File: src/rtl/hazard_scoreboard_unit_pkg.sv
// Shared opcode constants and source-register usage decode for the load-use hazard unit.
package hazard_pkg;

  localparam int unsigned INS_W = 32;
  localparam int unsigned OPC_W = 7;

  localparam logic [OPC_W-1:0] OP_R      = 7'b0110011;
  localparam logic [OPC_W-1:0] OP_IMM    = 7'b0010011;
  localparam logic [OPC_W-1:0] OP_LOAD   = 7'b0000011;
  localparam logic [OPC_W-1:0] OP_STORE  = 7'b0100011;
  localparam logic [OPC_W-1:0] OP_BRANCH = 7'b1100011;
  localparam logic [OPC_W-1:0] OP_JALR   = 7'b1100111;
  localparam logic [OPC_W-1:0] OP_JAL    = 7'b1101111;
  localparam logic [OPC_W-1:0] OP_LUI    = 7'b0110111;
  localparam logic [OPC_W-1:0] OP_AUIPC  = 7'b0010111;

  function automatic logic uses_rs1(input logic [OPC_W-1:0] opcode);
    case (opcode)
      OP_R, OP_IMM, OP_LOAD, OP_JALR, OP_STORE, OP_BRANCH: uses_rs1 = 1'b1;
      OP_LUI, OP_AUIPC, OP_JAL:                             uses_rs1 = 1'b0;
      default:                                              uses_rs1 = 1'b0;
    endcase
  endfunction

  function automatic logic uses_rs2(input logic [OPC_W-1:0] opcode);
    case (opcode)
      OP_R, OP_STORE, OP_BRANCH: uses_rs2 = 1'b1;
      default:                   uses_rs2 = 1'b0;
    endcase
  endfunction

endpackage

File: src/rtl/hazard_scoreboard_unit_if.sv
// ID-stage hazard bus: EX/ID pipeline view in, stall controls and perf count out.
interface hazard_scoreboard_unit_if #(
  parameter int unsigned REG_AW = 5,
  parameter int unsigned CNT_W  = 16
) ();

  logic              ins_valid;
  logic [31:0]       ins;
  logic [REG_AW-1:0] rd;
  logic              memrd;
  logic              flush;
  logic              control;
  logic              PCWrite;
  logic              IFIDWrite;
  logic [CNT_W-1:0]  stall_cnt;

  modport master (
    output ins_valid, ins, rd, memrd, flush,
    input  control, PCWrite, IFIDWrite, stall_cnt
  );

  modport slave (
    input  ins_valid, ins, rd, memrd, flush,
    output control, PCWrite, IFIDWrite, stall_cnt
  );

endinterface

File: src/rtl/hazard_scoreboard_unit_scoreboard.sv
// Per-register countdown of cycles a loaded value remains unforwardable; x0 never pends.
module hazard_scoreboard #(
  parameter int unsigned NUM_REGS = 32,
  parameter int unsigned REG_AW   = 5,
  parameter int unsigned LOAD_LAT = 1
) (
  input  logic              clk,
  input  logic              rst_n,
  input  logic              set_en_i,
  input  logic [REG_AW-1:0] set_idx_i,
  input  logic [REG_AW-1:0] rs1_i,
  input  logic [REG_AW-1:0] rs2_i,
  output logic              rs1_busy_c_o,
  output logic              rs2_busy_c_o
);

  localparam int unsigned    PW      = $clog2(LOAD_LAT + 1);
  localparam logic [PW-1:0]  SET_VAL = PW'(LOAD_LAT - 1);

  logic [PW-1:0] pend_q [NUM_REGS];
  logic [PW-1:0] pend_d [NUM_REGS];

  // New load restarts its entry; set takes priority over the decrement.
  always_comb begin
    for (int r = 0; r < NUM_REGS; r++) begin
      pend_d[r] = '0;
      if (r != 0) begin
        if (set_en_i && (set_idx_i == REG_AW'(r))) begin
          pend_d[r] = SET_VAL;
        end else if (pend_q[r] != '0) begin
          pend_d[r] = pend_q[r] - PW'(1);
        end
      end
    end
  end

  always_ff @(posedge clk) begin
    if (!rst_n) begin
      for (int r = 0; r < NUM_REGS; r++) pend_q[r] <= '0;
    end else begin
      pend_q <= pend_d;
    end
  end

  // Load currently in EX counts as busy before it lands in the array.
  always_comb begin
    rs1_busy_c_o = (rs1_i != '0) &&
                   ((set_en_i && (set_idx_i == rs1_i)) || (pend_q[rs1_i] != '0));
    rs2_busy_c_o = (rs2_i != '0) &&
                   ((set_en_i && (set_idx_i == rs2_i)) || (pend_q[rs2_i] != '0));
  end

endmodule

File: src/rtl/hazard_scoreboard_unit.sv
// Load-use hazard detector for the ID stage: decode, stall combine, reset forcing, perf count.
// Optional stall-cycle counter enabled by defining HAZARD_PERF_CNT_EN.
module hazard_scoreboard_unit
  import hazard_pkg::*;
#(
  parameter int unsigned NUM_REGS = 32,
  parameter int unsigned REG_AW   = 5,
  parameter int unsigned LOAD_LAT = 1,
  parameter int unsigned CNT_W    = 16
) (
  input logic               clk,
  input logic               rst_n,
  hazard_scoreboard_unit_if.slave bus
);

  logic [OPC_W-1:0]  opcode;
  logic [REG_AW-1:0] rs1;
  logic [REG_AW-1:0] rs2;
  logic              use_rs1;
  logic              use_rs2;
  logic              set_en;
  logic              rs1_busy;
  logic              rs2_busy;
  logic              stall_c;
  logic              unused_ins;

  always_comb begin
    opcode  = bus.ins[6:0];
    rs1     = REG_AW'(bus.ins[19:15]);
    rs2     = REG_AW'(bus.ins[24:20]);
    use_rs1 = uses_rs1(opcode);
    use_rs2 = uses_rs2(opcode);
    set_en  = bus.memrd && (bus.rd != '0);
  end

  assign unused_ins = ^{bus.ins[31:25], bus.ins[14:7]};

  hazard_scoreboard #(
    .NUM_REGS (NUM_REGS),
    .REG_AW   (REG_AW),
    .LOAD_LAT (LOAD_LAT)
  ) u_sb (
    .clk          (clk),
    .rst_n        (rst_n),
    .set_en_i     (set_en),
    .set_idx_i    (bus.rd),
    .rs1_i        (rs1),
    .rs2_i        (rs2),
    .rs1_busy_c_o (rs1_busy),
    .rs2_busy_c_o (rs2_busy)
  );

  // Held reset and a flushed ID both mask the stall.
  assign stall_c = rst_n && bus.ins_valid && !bus.flush &&
                   ((use_rs1 && rs1_busy) || (use_rs2 && rs2_busy));

  assign bus.control   = stall_c;
  assign bus.PCWrite   = !stall_c;
  assign bus.IFIDWrite = !stall_c;

`ifdef HAZARD_PERF_CNT_EN
  logic [CNT_W-1:0] cnt_q;
  logic [CNT_W-1:0] cnt_d;

  always_comb begin
    cnt_d = cnt_q;
    if (stall_c && (cnt_q != '1)) cnt_d = cnt_q + CNT_W'(1);
  end

  always_ff @(posedge clk) begin
    if (!rst_n) cnt_q <= '0;
    else        cnt_q <= cnt_d;
  end

  assign bus.stall_cnt = cnt_q;
`else
  assign bus.stall_cnt = CNT_W'(0);
`endif

endmodule
File: src/flat_wrapper.sv
// flat-port wrapper written by rule: the top's interface ports become plain ports
module hazard_scoreboard_unit_flat import hazard_pkg::*;
#(
  parameter int unsigned NUM_REGS = 32,
  parameter int unsigned REG_AW   = 5,
  parameter int unsigned LOAD_LAT = 1,
  parameter int unsigned CNT_W    = 16
)
  (clk, rst_n, bus_ins_valid, bus_ins, bus_rd, bus_memrd, bus_flush, bus_control, bus_PCWrite, bus_IFIDWrite, bus_stall_cnt);
  hazard_scoreboard_unit_if #(.REG_AW(REG_AW), .CNT_W(CNT_W)) bus_i ();
  input logic clk;
  input logic rst_n;
  input wire logic [$bits(bus_i.ins_valid)-1:0] bus_ins_valid;
  input wire logic [$bits(bus_i.ins)-1:0] bus_ins;
  input wire logic [$bits(bus_i.rd)-1:0] bus_rd;
  input wire logic [$bits(bus_i.memrd)-1:0] bus_memrd;
  input wire logic [$bits(bus_i.flush)-1:0] bus_flush;
  output wire logic [$bits(bus_i.control)-1:0] bus_control;
  output wire logic [$bits(bus_i.PCWrite)-1:0] bus_PCWrite;
  output wire logic [$bits(bus_i.IFIDWrite)-1:0] bus_IFIDWrite;
  output wire logic [$bits(bus_i.stall_cnt)-1:0] bus_stall_cnt;
  assign bus_i.ins_valid = bus_ins_valid;
  assign bus_i.ins = bus_ins;
  assign bus_i.rd = bus_rd;
  assign bus_i.memrd = bus_memrd;
  assign bus_i.flush = bus_flush;
  assign bus_control = bus_i.control;
  assign bus_PCWrite = bus_i.PCWrite;
  assign bus_IFIDWrite = bus_i.IFIDWrite;
  assign bus_stall_cnt = bus_i.stall_cnt;
  hazard_scoreboard_unit #(.NUM_REGS(NUM_REGS), .REG_AW(REG_AW), .LOAD_LAT(LOAD_LAT), .CNT_W(CNT_W)) u_core (.clk(clk), .rst_n(rst_n), .bus(bus_i));
endmodule
File: config.mk
export PLATFORM = sky130hd
export DESIGN_NAME = hazard_scoreboard_unit_flat
export DESIGN_NICKNAME = d
export VERILOG_FILES = /design/src/rtl/hazard_scoreboard_unit_pkg.sv /design/src/rtl/hazard_scoreboard_unit_if.sv /design/src/rtl/hazard_scoreboard_unit_scoreboard.sv /design/src/rtl/hazard_scoreboard_unit.sv /design/src/flat_wrapper.sv
export SDC_FILE = /design/constraint.sdc
export NUM_CORES = 1
export LEC_CHECK = 0
export BUFFER_PORTS_ARGS = -buffer_cell sky130_fd_sc_hd__buf_4
export CAP_MARGIN = 20
export CORE_ASPECT_RATIO = 1.2
export CORE_UTILIZATION = 25
export DETAILED_ROUTE_END_ITERATION = 8
export GPL_ROUTABILITY_DRIVEN = 1
export GPL_TIMING_DRIVEN = 0
export PLACE_DENSITY = 0.52
export SYNTH_ARGS = -nofsm -noshare
export SYNTH_HDL_FRONTEND = slang
export SYNTH_SLANG_ARGS = --single-unit
File: constraint.sdc
create_clock -name clk -period 2.49 [get_ports clk]
set_clock_uncertainty 0.1 [all_clocks]
set_input_delay 0.498 -clock clk [delete_from_list [all_inputs] [get_ports clk]]
set_output_delay 0.498 -clock clk [all_outputs]
set_load 0.02 [all_outputs]
==> summary.md <==
| Metric | Value |
|---|---|
| Syn avg cell area | `12.5 um2` |
| Share of post-route cells with drive strength above 1 | `42.1%` |
| Synth Area in Simple Gates | `11.1%` |
| Comb pwr share | `17.7%` |
| Final ANT Viol Nets | `0` |
| Seq pwr share | `42.9%` |
| M1 GR Usage | `10.4%` |
| Largest Register | `u_core.u_sb.pend_q` |
| Overall Global Routing Usage | `11.1%` |
| Vias in the first global route | `1125` |
| Top-level I/O count | `61` |
| CP Depth | `8` |
| Post-route cell area | `2300 um2` |
| Crit path buf inv count | `4` |
| Main synth FF type | `dfxtp_1` |
| Most Used Layer, Global Route | `met2` |
| Clock tree buffer depth | `2` |
| Routed Wire Length | `3250 um` |
| Hold path cells | `4` |
| Post-synthesis mux area share | `25.1%` |
| Crit path kind | `primary input to output port` |
| Area Overhead vs Synth | `49.3%` |
| Synth warnings | `0` |
| Worst Setup End Kind | `output port` |
| Slowest Stage Delay on Critical Path | `490 ps` |
| Power Dens Cells | `544 nW/um2` |
| DP HPWL | `2480 um` |
| Total die area | `6470 um2` |
| Fin crit period | `2770 ps` |
| Hold slack | `1310 ps` |
| TritonCTS Buffers | `5` |
| Final period utilization | `111%` |
| Initial core utilization | `26.6%` |
| # hold bufs at CTS | `0` |
| Status | `finished with violations` |
| Fraction of registers with async set/reset | `0%` |
| Worst EP required | `1890 ps` |
| Leading registers by flop count | `u_core.u_sb.pend_q: 31 flops` |
| Synth Register Bits | `31` |
| Overflow after GRT | `0` |
| Worst-path fanout max | `8` |
| Cell taking the most area after synthesis | `dfxtp_1` |
| Root buffer cell | `clkbuf_8` |
| Die height | `87.9 um` |
| Top cell type's share of synthesized area | `40.4%` |
| Switching part of the total | `22.3%` |
| Slowest stage cell on the critical path | `mux4_2` |
| Mapped Area | `1540 um2` |
| Post-synth EDFFs | `0` |
| Failing checks | `negative setup slack` |
| First-pass GRT wire length | `5200 um` |
| Pre-Repair DR Iteration Count | `2` |
| CTS tree | `yes` |
| Area after DPL | `2030 um2` |
| Area contributors post-synth | `dfxtp_1 (40%), mux4_2 (19%), buf_4 (8.3%), mux4_1 (3.4%), xor2_1 (3.4%)` |
| Number of hold violations in the final report | `0` |
| Fmax | `361 MHz` |
| Leakage | `1.03 nW` |
| Area of the core | `5780 um2` |
| # DRC | `0` |
| Rows | `30` |
| Slew Viols, Final | `0` |
| Max reg flops | `31` |
| Nets | `255` |
| I/O Buffers | `27` |
| Switching Power | `0.278 mW` |
| Library cells used by synthesis | `34` |
| H-tree depth | `2` |
| Routability-driven placement congestion ratio | `0.666` |
| # clock sinks | `31` |
| Largest net degree at the start of global routing | `11` |
| CP top delay family | `multiplexers` |
| Power Internal | `0.970 mW` |
| Max-cap violation count | `0` |
| Crit path setup slack, layout | `-280 ps` |
| Vias per cell | `3.91` |
| Worst VDD drop | `0.000212 V` |
| Synth Area in Compound Gates | `6.35%` |
| CP arrival | `2170 ps` |
| DIE WIDTH | `73.6 um` |
| Clk network pwr share | `39.5%` |
| # setup viols final | `3` |
| XOR/XNOR Fraction of Synth Area | `5.70%` |
| Worst path cell trace | `buf_8 -> buf_12 -> mux4_2 -> mux4_2 -> nand3_2 -> and4_4 -> buf_6 -> buf_6` |
| Ant diodes | `0` |
| Synth Instances | `123` |
| Most frequent cells in the layout | `buf_4 (47), conb_1 (47), dfxtp_1 (31)` |
| Largest family of logic cells by synthesized area | `multiplexers` |
| Startpoint types | `primary input` |
| GR Layer Usage met2 | `21.4%` |
| Worst min-delay path class | `primary input to output port` |
| DRT iter0 DRCs | `49` |
| Via count | `1151` |
| Setup TNS | `-705 ps` |
| GR Util met3 | `2.99%` |
| Mean routed wirelength per cell | `11.0 um` |
| Synth Area in Adders | `0%` |
| Initial antenna violation count | `0` |
| Unrepaired setup endpoints after global routing | `yes` |
| Sequential fraction of the synthesis area | `40.4%` |
[layout make-up]
| cell class | instances | area (um2) |
|---|---|---|
| multi-input cells | 114 | 953 |
| well taps | 80 | 100 |
| clock buffers | 6 | 82.6 |
| plain buffers | 22 | 193 |
| flip-flops and latches | 31 | 621 |
| fillers | 607 | 3480 |
| repair buffers | 37 | 304 |
| clock inverters | 2 | 35.0 |
| inverters | 2 | 7.51 |
[worst paths after layout]
check,start,endpoint,slack (ps)
setup / recovery,bus_ins[20],bus_PCWrite,-280
hold / removal,bus_memrd,bus_control,1310
[cells in the mapped netlist, types with 2 or more instances]
master     number
a21oi_1         3
dfxtp_1        31
nand4_1         2
xnor2_1         4
nor2_1          5
buf_6           2
nand3b_1        2
mux4_2         13
o2111ai_1       2
clkbuf_1        2
nor3_1          3
xor2_1          6
nand2_1         3
buf_4          17
and4_1          3
nand3_1         2
inv_1           2
mux4_1          2
a211oi_1        2
mux2i_1         3
[layer usage]
metal / wire length (um) / up-vias
li1: - / 581
met1: 1250 / 521
met2: 1690 / 42
met3: 236 / 7
met4: 76 / 0
met5: 0 / -
[metrics by stage]
| step | power [mW] | setup WS (ps) | util [%] | std cells |
|---|---|---|---|---|
| 2_1_floorplan | 0.682 | -116 | - | 169 |
| 3_5_place_dp | 0.747 | -493 | 35.2 | 276 |
| 4_1_cts | 1.26 | -300 | 39.3 | 294 |
| 5_1_grt | 1.31 | -331 | 39.7 | 294 |
| 6_report | 1.25 | -280 | 39.7 | 294 |
| 3_3_place_gp | 0.745 | -470 | 35.2 | 276 |
[cell families (layout without fill, tap and decap cells)]
family,after synthesis,after routing
flops,31,31
simple gates,27,27
buf+inv,24,69
mux,19,19
compound gates,11,11
xor+xnor,10,10
other cells,1,47
[power groups by stage]
stage	Combinational (mW)	Clock, mW	Sequential, mW
finish	0.220	0.493	0.535
global route	0.239	0.538	0.537
CTS	0.216	0.507	0.535
detailed placement	0.201	0	0.546
global placement	0.200	0	0.545
floorplan	0.140	0	0.542
[timing repair]
item / CTS / global route
setup endpoints to repair: 3 / 3
pin swaps: 5 / 1
gates cloned: 0 / 0
endpoints found under the hold margin: 0 / 0
setup buffers: 10 / 0
resized for setup: 12 / 5
Power figures use the tool's default switching activity.
